<file path="src/rtl/pipeline_debug_controller_pkg.sv">
// Shared definitions for the pipeline debug controller: command encodings,
// controller/dump state enums and the default snapshot depth.
package pipeline_debug_pkg;

    localparam int SNAP_WORDS_DEF = 16;

    typedef enum logic [1:0] {
        CMD_NOP  = 2'b00,
        CMD_RUN  = 2'b01,
        CMD_STEP = 2'b10,
        CMD_HALT = 2'b11
    } cmdOpT;

    // DUMP covers both the count word and the latch words; the dump
    // sequencer tracks which of the two is on the wire.
    typedef enum logic [1:0] {
        ST_IDLE = 2'd0,
        ST_RUN  = 2'd1,
        ST_STEP = 2'd2,
        ST_DUMP = 2'd3
    } ctrlStateT;

    typedef enum logic [1:0] {
        DS_IDLE  = 2'd0,
        DS_CNT   = 2'd1,
        DS_WORDS = 2'd2
    } dumpStateT;

    function automatic int addrWidth(input int n);
        return (n > 1) ? $clog2(n) : 1;
    endfunction

endpackage

</file>
<file path="src/rtl/pipeline_debug_controller_if.sv">
// Command and snapshot-transmit handshakes between the debug host side
// and the pipeline debug controller.
interface pipeline_debug_controller_if
    import pipeline_debug_pkg::*;
#(
    parameter int DATA_W = 32,
    parameter int STEP_W = 16
);
    logic              cmd_valid;
    logic              cmd_ready;
    cmdOpT             cmd_op;
    logic [STEP_W-1:0] cmd_arg;
    logic              tx_valid;
    logic              tx_ready;
    logic [DATA_W-1:0] tx_data;

    modport master (
        output cmd_valid, cmd_op, cmd_arg, tx_ready,
        input  cmd_ready, tx_valid, tx_data
    );

    modport slave (
        input  cmd_valid, cmd_op, cmd_arg, tx_ready,
        output cmd_ready, tx_valid, tx_data
    );
endinterface

</file>
<file path="src/rtl/pipeline_debug_controller_dump_sequencer.sv">
// Streams the cycle count followed by SNAP_WORDS latch words over a
// valid/ready link; started by a one-cycle pulse, reports done on the last beat.
module debug_dump_sequencer
    import pipeline_debug_pkg::*;
#(
    parameter int DATA_W     = 32,
    parameter int SNAP_WORDS = SNAP_WORDS_DEF,
    parameter int ADDR_W     = addrWidth(SNAP_WORDS)
) (
    input  logic              clk,
    input  logic              rst,
    input  logic              start,
    input  logic [DATA_W-1:0] countIn,
    output logic              done,
    output logic [ADDR_W-1:0] snapAddr,
    input  logic [DATA_W-1:0] snapData,
    output logic              txValid,
    input  logic              txReady,
    output logic [DATA_W-1:0] txData
);
    localparam logic [ADDR_W-1:0] LAST_ADDR = ADDR_W'(SNAP_WORDS - 1);

    dumpStateT         stateReg, stateNext;
    logic [ADDR_W-1:0] addrReg, addrNext;
    logic [DATA_W-1:0] dataReg, dataNext;
    logic              validReg, validNext;
    logic              lastReg, lastNext;
    logic [ADDR_W-1:0] addrBump;

    // snapAddr always points at the word to fetch next, so the word can be
    // loaded on the same edge that retires the current one.
    assign addrBump = (addrReg == LAST_ADDR) ? '0 : addrReg + 1'b1;

    always_ff @(posedge clk or posedge rst) begin
        if (rst) begin
            stateReg <= DS_IDLE;
            addrReg  <= '0;
            dataReg  <= '0;
            validReg <= 1'b0;
            lastReg  <= 1'b0;
        end else begin
            stateReg <= stateNext;
            addrReg  <= addrNext;
            dataReg  <= dataNext;
            validReg <= validNext;
            lastReg  <= lastNext;
        end
    end

    always_comb begin
        stateNext = stateReg;
        addrNext  = addrReg;
        dataNext  = dataReg;
        validNext = validReg;
        lastNext  = lastReg;
        done      = 1'b0;
        unique case (stateReg)
            DS_IDLE: begin
                if (start) begin
                    stateNext = DS_CNT;
                    validNext = 1'b1;
                    dataNext  = countIn;
                    addrNext  = '0;
                    lastNext  = 1'b0;
                end
            end
            DS_CNT: begin
                if (txReady) begin
                    stateNext = DS_WORDS;
                    dataNext  = snapData;
                    lastNext  = (addrReg == LAST_ADDR);
                    addrNext  = addrBump;
                end
            end
            DS_WORDS: begin
                if (txReady) begin
                    if (lastReg) begin
                        stateNext = DS_IDLE;
                        validNext = 1'b0;
                        done      = 1'b1;
                    end else begin
                        dataNext = snapData;
                        lastNext = (addrReg == LAST_ADDR);
                        addrNext = addrBump;
                    end
                end
            end
            default: stateNext = DS_IDLE;
        endcase
    end

    assign snapAddr = addrReg;
    assign txValid  = validReg;
    assign txData   = dataReg;

endmodule

</file>
<file path="src/rtl/pipeline_debug_controller.sv">
// Debug-path sequencer for the five-stage pipeline: RUN/STEP/HALT control of
// the shared stop_debug freeze line, executed-cycle counting and snapshot dumps.
module pipeline_debug_controller
    import pipeline_debug_pkg::*;
#(
    parameter int DATA_W     = 32,
    parameter int SNAP_WORDS = SNAP_WORDS_DEF,
    parameter int STEP_W     = 16,
    localparam int ADDR_W    = addrWidth(SNAP_WORDS)
) (
    input  logic                        clk,
    input  logic                        rst,
    pipeline_debug_controller_if.slave  bus,
    input  logic                        halt_detect,
    output logic                        stop_debug,
    output logic                        halted,
    output logic                        busy,
    output logic [DATA_W-1:0]           cycle_count,
    output logic [ADDR_W-1:0]           snap_addr,
    input  logic [DATA_W-1:0]           snap_data
);
    ctrlStateT         stateReg, stateNext;
    logic [STEP_W-1:0] stepCntReg, stepCntNext;
    logic              haltedReg, haltedNext;
    logic              stopDebugReg;
    logic [DATA_W-1:0] cycleCountReg, cycleCountNext;
    logic              cmdReady, cmdFire, dumpStart, dumpDone;

    assign cmdReady       = (stateReg == ST_IDLE) || (stateReg == ST_RUN);
    assign cmdFire        = bus.cmd_valid && cmdReady;
    assign cycleCountNext = stopDebugReg ? cycleCountReg : cycleCountReg + 1'b1;

    always_ff @(posedge clk or posedge rst) begin
        if (rst) begin
            stateReg      <= ST_IDLE;
            stepCntReg    <= '0;
            haltedReg     <= 1'b0;
            stopDebugReg  <= 1'b1;
            cycleCountReg <= '0;
        end else begin
            stateReg      <= stateNext;
            stepCntReg    <= stepCntNext;
            haltedReg     <= haltedNext;
            stopDebugReg  <= !((stateNext == ST_RUN) || (stateNext == ST_STEP));
            cycleCountReg <= cycleCountNext;
        end
    end

    always_comb begin
        stateNext   = stateReg;
        stepCntNext = stepCntReg;
        haltedNext  = haltedReg;
        dumpStart   = 1'b0;
        unique case (stateReg)
            ST_IDLE: begin
                if (cmdFire && (bus.cmd_op == CMD_RUN || bus.cmd_op == CMD_STEP)) begin
                    // A finished program is never released again; only re-dumped.
                    if (haltedReg || (bus.cmd_op == CMD_STEP && bus.cmd_arg == '0)) begin
                        stateNext = ST_DUMP;
                        dumpStart = 1'b1;
                    end else if (bus.cmd_op == CMD_RUN) begin
                        stateNext = ST_RUN;
                    end else begin
                        stateNext   = ST_STEP;
                        stepCntNext = bus.cmd_arg;
                    end
                end
            end
            ST_RUN: begin
                if (halt_detect || (cmdFire && bus.cmd_op == CMD_HALT)) begin
                    stateNext  = ST_DUMP;
                    dumpStart  = 1'b1;
                    haltedNext = haltedReg | halt_detect;
                end
            end
            ST_STEP: begin
                stepCntNext = stepCntReg - 1'b1;
                if (halt_detect || stepCntReg == STEP_W'(1)) begin
                    stateNext  = ST_DUMP;
                    dumpStart  = 1'b1;
                    haltedNext = haltedReg | halt_detect;
                end
            end
            ST_DUMP: begin
                if (dumpDone) stateNext = ST_IDLE;
            end
            default: stateNext = ST_IDLE;
        endcase
    end

    // The count is handed over as its post-edge value so the final executed
    // cycle of a RUN/STEP is included in the dumped word.
    debug_dump_sequencer #(
        .DATA_W    (DATA_W),
        .SNAP_WORDS(SNAP_WORDS),
        .ADDR_W    (ADDR_W)
    ) dumpSeq (
        .clk     (clk),
        .rst     (rst),
        .start   (dumpStart),
        .countIn (cycleCountNext),
        .done    (dumpDone),
        .snapAddr(snap_addr),
        .snapData(snap_data),
        .txValid (bus.tx_valid),
        .txReady (bus.tx_ready),
        .txData  (bus.tx_data)
    );

    assign bus.cmd_ready = cmdReady;
    assign stop_debug    = stopDebugReg;
    assign halted        = haltedReg;
    assign busy          = (stateReg != ST_IDLE);
    assign cycle_count   = cycleCountReg;

endmodule

</file>
<file path="src/flat_wrapper.sv">
// flat-port wrapper written by rule: the top's interface ports become plain ports
module pipeline_debug_controller_flat import pipeline_debug_pkg::*;
#(
    parameter int DATA_W     = 32,
    parameter int SNAP_WORDS = SNAP_WORDS_DEF,
    parameter int STEP_W     = 16,
    localparam int ADDR_W    = addrWidth(SNAP_WORDS)
)
  (clk, rst, halt_detect, stop_debug, halted, busy, cycle_count, snap_addr, snap_data, bus_cmd_valid, bus_cmd_op, bus_cmd_arg, bus_tx_ready, bus_cmd_ready, bus_tx_valid, bus_tx_data);
  pipeline_debug_controller_if #(.DATA_W(DATA_W), .STEP_W(STEP_W)) bus_i ();
  input  logic clk;
  input  logic rst;
  input  logic halt_detect;
  output logic stop_debug;
  output logic halted;
  output logic busy;
  output logic [DATA_W-1:0] cycle_count;
  output logic [ADDR_W-1:0] snap_addr;
  input  logic [DATA_W-1:0] snap_data;
  input wire logic [$bits(bus_i.cmd_valid)-1:0] bus_cmd_valid;
  input wire logic [$bits(bus_i.cmd_op)-1:0] bus_cmd_op;
  input wire logic [$bits(bus_i.cmd_arg)-1:0] bus_cmd_arg;
  input wire logic [$bits(bus_i.tx_ready)-1:0] bus_tx_ready;
  output wire logic [$bits(bus_i.cmd_ready)-1:0] bus_cmd_ready;
  output wire logic [$bits(bus_i.tx_valid)-1:0] bus_tx_valid;
  output wire logic [$bits(bus_i.tx_data)-1:0] bus_tx_data;
  assign bus_i.cmd_valid = bus_cmd_valid;
  assign bus_i.cmd_op = bus_cmd_op;
  assign bus_i.cmd_arg = bus_cmd_arg;
  assign bus_i.tx_ready = bus_tx_ready;
  assign bus_cmd_ready = bus_i.cmd_ready;
  assign bus_tx_valid = bus_i.tx_valid;
  assign bus_tx_data = bus_i.tx_data;
  pipeline_debug_controller #(.DATA_W(DATA_W), .SNAP_WORDS(SNAP_WORDS), .STEP_W(STEP_W)) u_core (.clk(clk), .rst(rst), .bus(bus_i), .halt_detect(halt_detect), .stop_debug(stop_debug), .halted(halted), .busy(busy), .cycle_count(cycle_count), .snap_addr(snap_addr), .snap_data(snap_data));
endmodule
</file>
<file path="config.mk">
export PLATFORM = sky130hd
export DESIGN_NAME = pipeline_debug_controller_flat
export DESIGN_NICKNAME = d
export VERILOG_FILES = /design/src/rtl/pipeline_debug_controller_pkg.sv /design/src/rtl/pipeline_debug_controller_if.sv /design/src/rtl/pipeline_debug_controller_dump_sequencer.sv /design/src/rtl/pipeline_debug_controller.sv /design/src/flat_wrapper.sv
export SDC_FILE = /design/constraint.sdc
export NUM_CORES = 1
export LEC_CHECK = 0
export CORE_MARGIN = 3
export CORE_UTILIZATION = 50
export CTS_BUF_LIST = sky130_fd_sc_hd__clkbuf_4 sky130_fd_sc_hd__clkbuf_8 sky130_fd_sc_hd__clkbuf_16
export DETAILED_ROUTE_END_ITERATION = 12
export PLACE_DENSITY = 0.79
export SETUP_SLACK_MARGIN = 0.5
export SLEW_MARGIN = 20
export SYNTH_ARGS = -nofsm -noshare
export SYNTH_HDL_FRONTEND = slang
export SYNTH_SLANG_ARGS = --single-unit
</file>
<file path="constraint.sdc">
create_clock -name clk -period 4.2 [get_ports clk]
set_input_delay 1.05 -clock clk [delete_from_list [all_inputs] [get_ports clk]]
set_output_delay 1.05 -clock clk [all_outputs]
set_load 0.01 [all_outputs]
</file>
==> results.json <==
{
  "crit_path_start_kind": "input pin",
  "fin_tns_setup_ps": 0,
  "swShare_pct": 21.74,
  "cts_root_buf": "clkbuf_8",
  "path_buf_inv": 3,
  "cap_violations": 0,
  "grt_pass1_wl_mm": 20.20,
  "hold_slack_ps": 508.6,
  "num-fill-cells": 734,
  "finish.utilization_pct": 68.33,
  "routedWlPerCell_um": 17.12,
  "vias_per_cell": 5.625,
  "syn_to_final_growth_pct": 31.55,
  "place_inst": 704,
  "hpwl_mm": 8.993,
  "routed_wl_mm": 12.33,
  "hold_buffers": 0,
  "hold_viol": 0,
  "finClkSkew_ps": 8.280,
  "boundaryPins": 128,
  "syn_inst": 454,
  "synth_most_common_cell": "dfrtp_1",
  "yosys_warnings": 0,
  "grt_max_degree": 51,
  "clock_latency_ps": 350,
  "synth-simple-area-share_pct": 13.70,
  "dr.pass1.iters": 4,
  "critical-path-max-stage-delay_ps": 490,
  "htree_levels": 3,
  "num_vias": 4050,
  "seq_area_frac_synth_pct": 44.96,
  "port-buffer-count": 127,
  "fin_crit_sh_pct": 82.77,
  "drt_iter0_drc": 159,
  "setup_violations": 0,
  "r2r_cells": 6,
  "core_mm2": 0.009864,
  "cts-resized-gates": 0,
  "p_comb_share_pct": 5.5,
  "power_density_mw_per_mm2": 236.1,
  "clk_path_buf_depth": 2,
  "synth_xor_area_share_pct": 5.470,
  "cp_cell_sequence": "clkdlybuf4s50_1 -> inv_1 -> ha_1 -> or4b_1 -> nor4_4 -> and4_4 -> o31ai_4 -> a21oi_4 -> buf_12 -> mux2_2",
  "worst-path-max-fanout": 34,
  "crit_slowest_cell": "or4b_1",
  "async_flop_share_pct": 100.0,
  "leakage_uw": 0.002997,
  "die_area_mm2": 0.01150,
  "drc": 0,
  "synth_top_family_by_area": "multiplexers",
  "fin_crit_ps": 3476,
  "post_cts.repair.setup_buffers": 0,
  "synth_top_cell_by_area": "dfrtp_1",
  "critPathTopFamily": "simple AND/OR/NAND/NOR gates",
  "synth.avg_cell_area_um2": 11.29,
  "synth-main-ff-cell": "dfrtp_1",
  "diodes": 0,
  "synth_compound_area_share_pct": 11.50,
  "pwr-share-clk_pct": 38.9,
  "die_y_um": 107.2,
  "antenna_found_initial": 0,
  "rsz0062_at_grt": "false",
  "synth_fp_nets": 525,
  "p_int_uw": 1245,
  "outcome": "completed",
  "critPathArrivalTime_ps": 3710,
  "synthTopCellsByCount": "dfrtp_1, mux2_2, nand2_1",
  "crit_required_ps": 4440,
  "endpoint_kind": "flop",
  "gr-usage-all-layers_pct": 21.91,
  "finalNetCount": 653,
  "worst-setup-path-type": "input pin to flop",
  "drive_above_1_share_pct": 17.72,
  "postRouteAntennaNets": 0,
  "ir_worst_vdd_v": 0.0001904,
  "die_w_um": 107.2,
  "initial_core_util_pct": 51.94,
  "p_sw_uw": 346.0,
  "fin_cells": 720,
  "max-slew-margin-rel_pct": 35.50,
  "final_max_slew_viol_count": 0,
  "synth_edf_count": 0,
  "synth_area_leaders": "dfrtp_1, mux2_2, mux2_4",
  "synth_top_cell_area_share_pct": 44.44,
  "num_rows": 36,
  "cts_sinks": 92,
  "hp-class": "flop to flop",
  "p_total_uw": 1591,
  "ys_ff_latch": 92,
  "cts_buffers": 9,
  "synth_area_mm2": 0.005124,
  "cts_tree": "done",
  "fmax_ghz": 0.2877,
  "grt_overflow_total": 0,
  "tightest_slew_ps": 959.6,
  "gp_congestion": 0.8711,
  "grt_pass1_vias": 4025,
  "worstHoldPathCells": 1,
  "synthMuxAreaShare_pct": 17.34,
  "ys_types": 61,
  "seq_power_share_pct": 55.6,
  "path_clk_slew_ps": 80,
  "synth_fa_ha_area_share_pct": 3.907,
  "path_depth": 10
}
state kept, by name, indices dropped and copies added (netlist names):
signal                   count
u_core.dumpSeq.snapAddr      4
u_core.dumpSeq.lastReg       1
u_core.stepCntReg           16
u_core.cycle_count          32
u_core.dumpSeq.txValid       1
u_core.halted                1
u_core.dumpSeq.txData       32
u_core.stateReg              2
u_core.stop_debug            1
u_core.dumpSeq.stateReg      2
layout make-up:
type,instances,area [um^2],area share (%)
inverters,21,80.08,1.188
multi-input cells,328,2660,39.47
clock inverters,5,60.06,0.8910
well taps,133,166.4,2.469
clock buffers,11,151.4,2.246
flip-flops and latches,92,2303,34.17
repair buffers,130,1319,19.57
worst register-to-register path, stage by stage, from the launching register on:
cell	delay, ps
dfrtp_1	470
nand4_2	270
nor4_2	890
nand4_1	240
xnor2_1	200
mux2_2	270
mux2_2	260
worst paths after layout:
check	startpoint	to	slack [ps]
min in group asynchronous	rst	u_core.dumpSeq.txData[25]	1130
min reg2reg	u_core.dumpSeq.txData[29]	u_core.dumpSeq.txData[29]	510
max reg2reg	u_core.cycle_count[2]	u_core.dumpSeq.txData[31]	1490
max	bus_cmd_op[0]	u_core.dumpSeq.txData[29]	720
max in group asynchronous	rst	u_core.cycle_count[0]	2360
min	u_core.dumpSeq.txData[29]	u_core.dumpSeq.txData[29]	510
power groups by stage:
stage / logic (uW) / clock network, uW / registers (uW)
after detailed placement: 89.0 / 0 / 903
after global routing: 96.5 / 667 / 885
final: 87.7 / 619 / 885
after CTS: 89.5 / 631 / 885
after global placement: 88.3 / 0 / 903
after floorplan: 21.9 / 0 / 903
metal layers:
metal  vias up  part of all wire (%)  track usage [%]
met4         0                   1.2            6.301
met2       139                    50            37.35
met1      1982                    43            29.43
met3        14                   5.8            2.589
met5         -                     0                0
li1       1915                     -                -
cell families after synthesis:
| logic type | after synthesis |
|---|---|
| flops | 92 |
| buf+inv | 34 |
| compound gates | 88 |
| simple gates | 122 |
| fa+ha+maj | 16 |
| mux | 70 |
| xor+xnor | 32 |
layout by cell type, fill, tap and decap left out, drive strengths merged, types with 4 or more instances in the layout:
master / instances
a21oi: 26
a31oi: 4
mux2: 66
o21ai: 15
nor4: 9
nand2: 29
a21o: 5
nand3: 13
inv: 19
xnor2: 25
nand4: 14
and3: 8
dfrtp: 91
clkbuf: 11
o22ai: 11
ha: 16
nor3: 7
xor2: 7
o211ai: 8
nor2: 19
clkinv: 5
clkdlybuf4s50: 127
mux2i: 4
metrics by stage:
step	instance area, um^2	setup WS (ps)
after floorplan	5124	759.7
after global placement	6529	443.2
after detailed placement	6529	340.5
after CTS	6740	720.5
after global routing	6740	587.9
final	6740	723.8
Power figures use the tool's default switching activity.
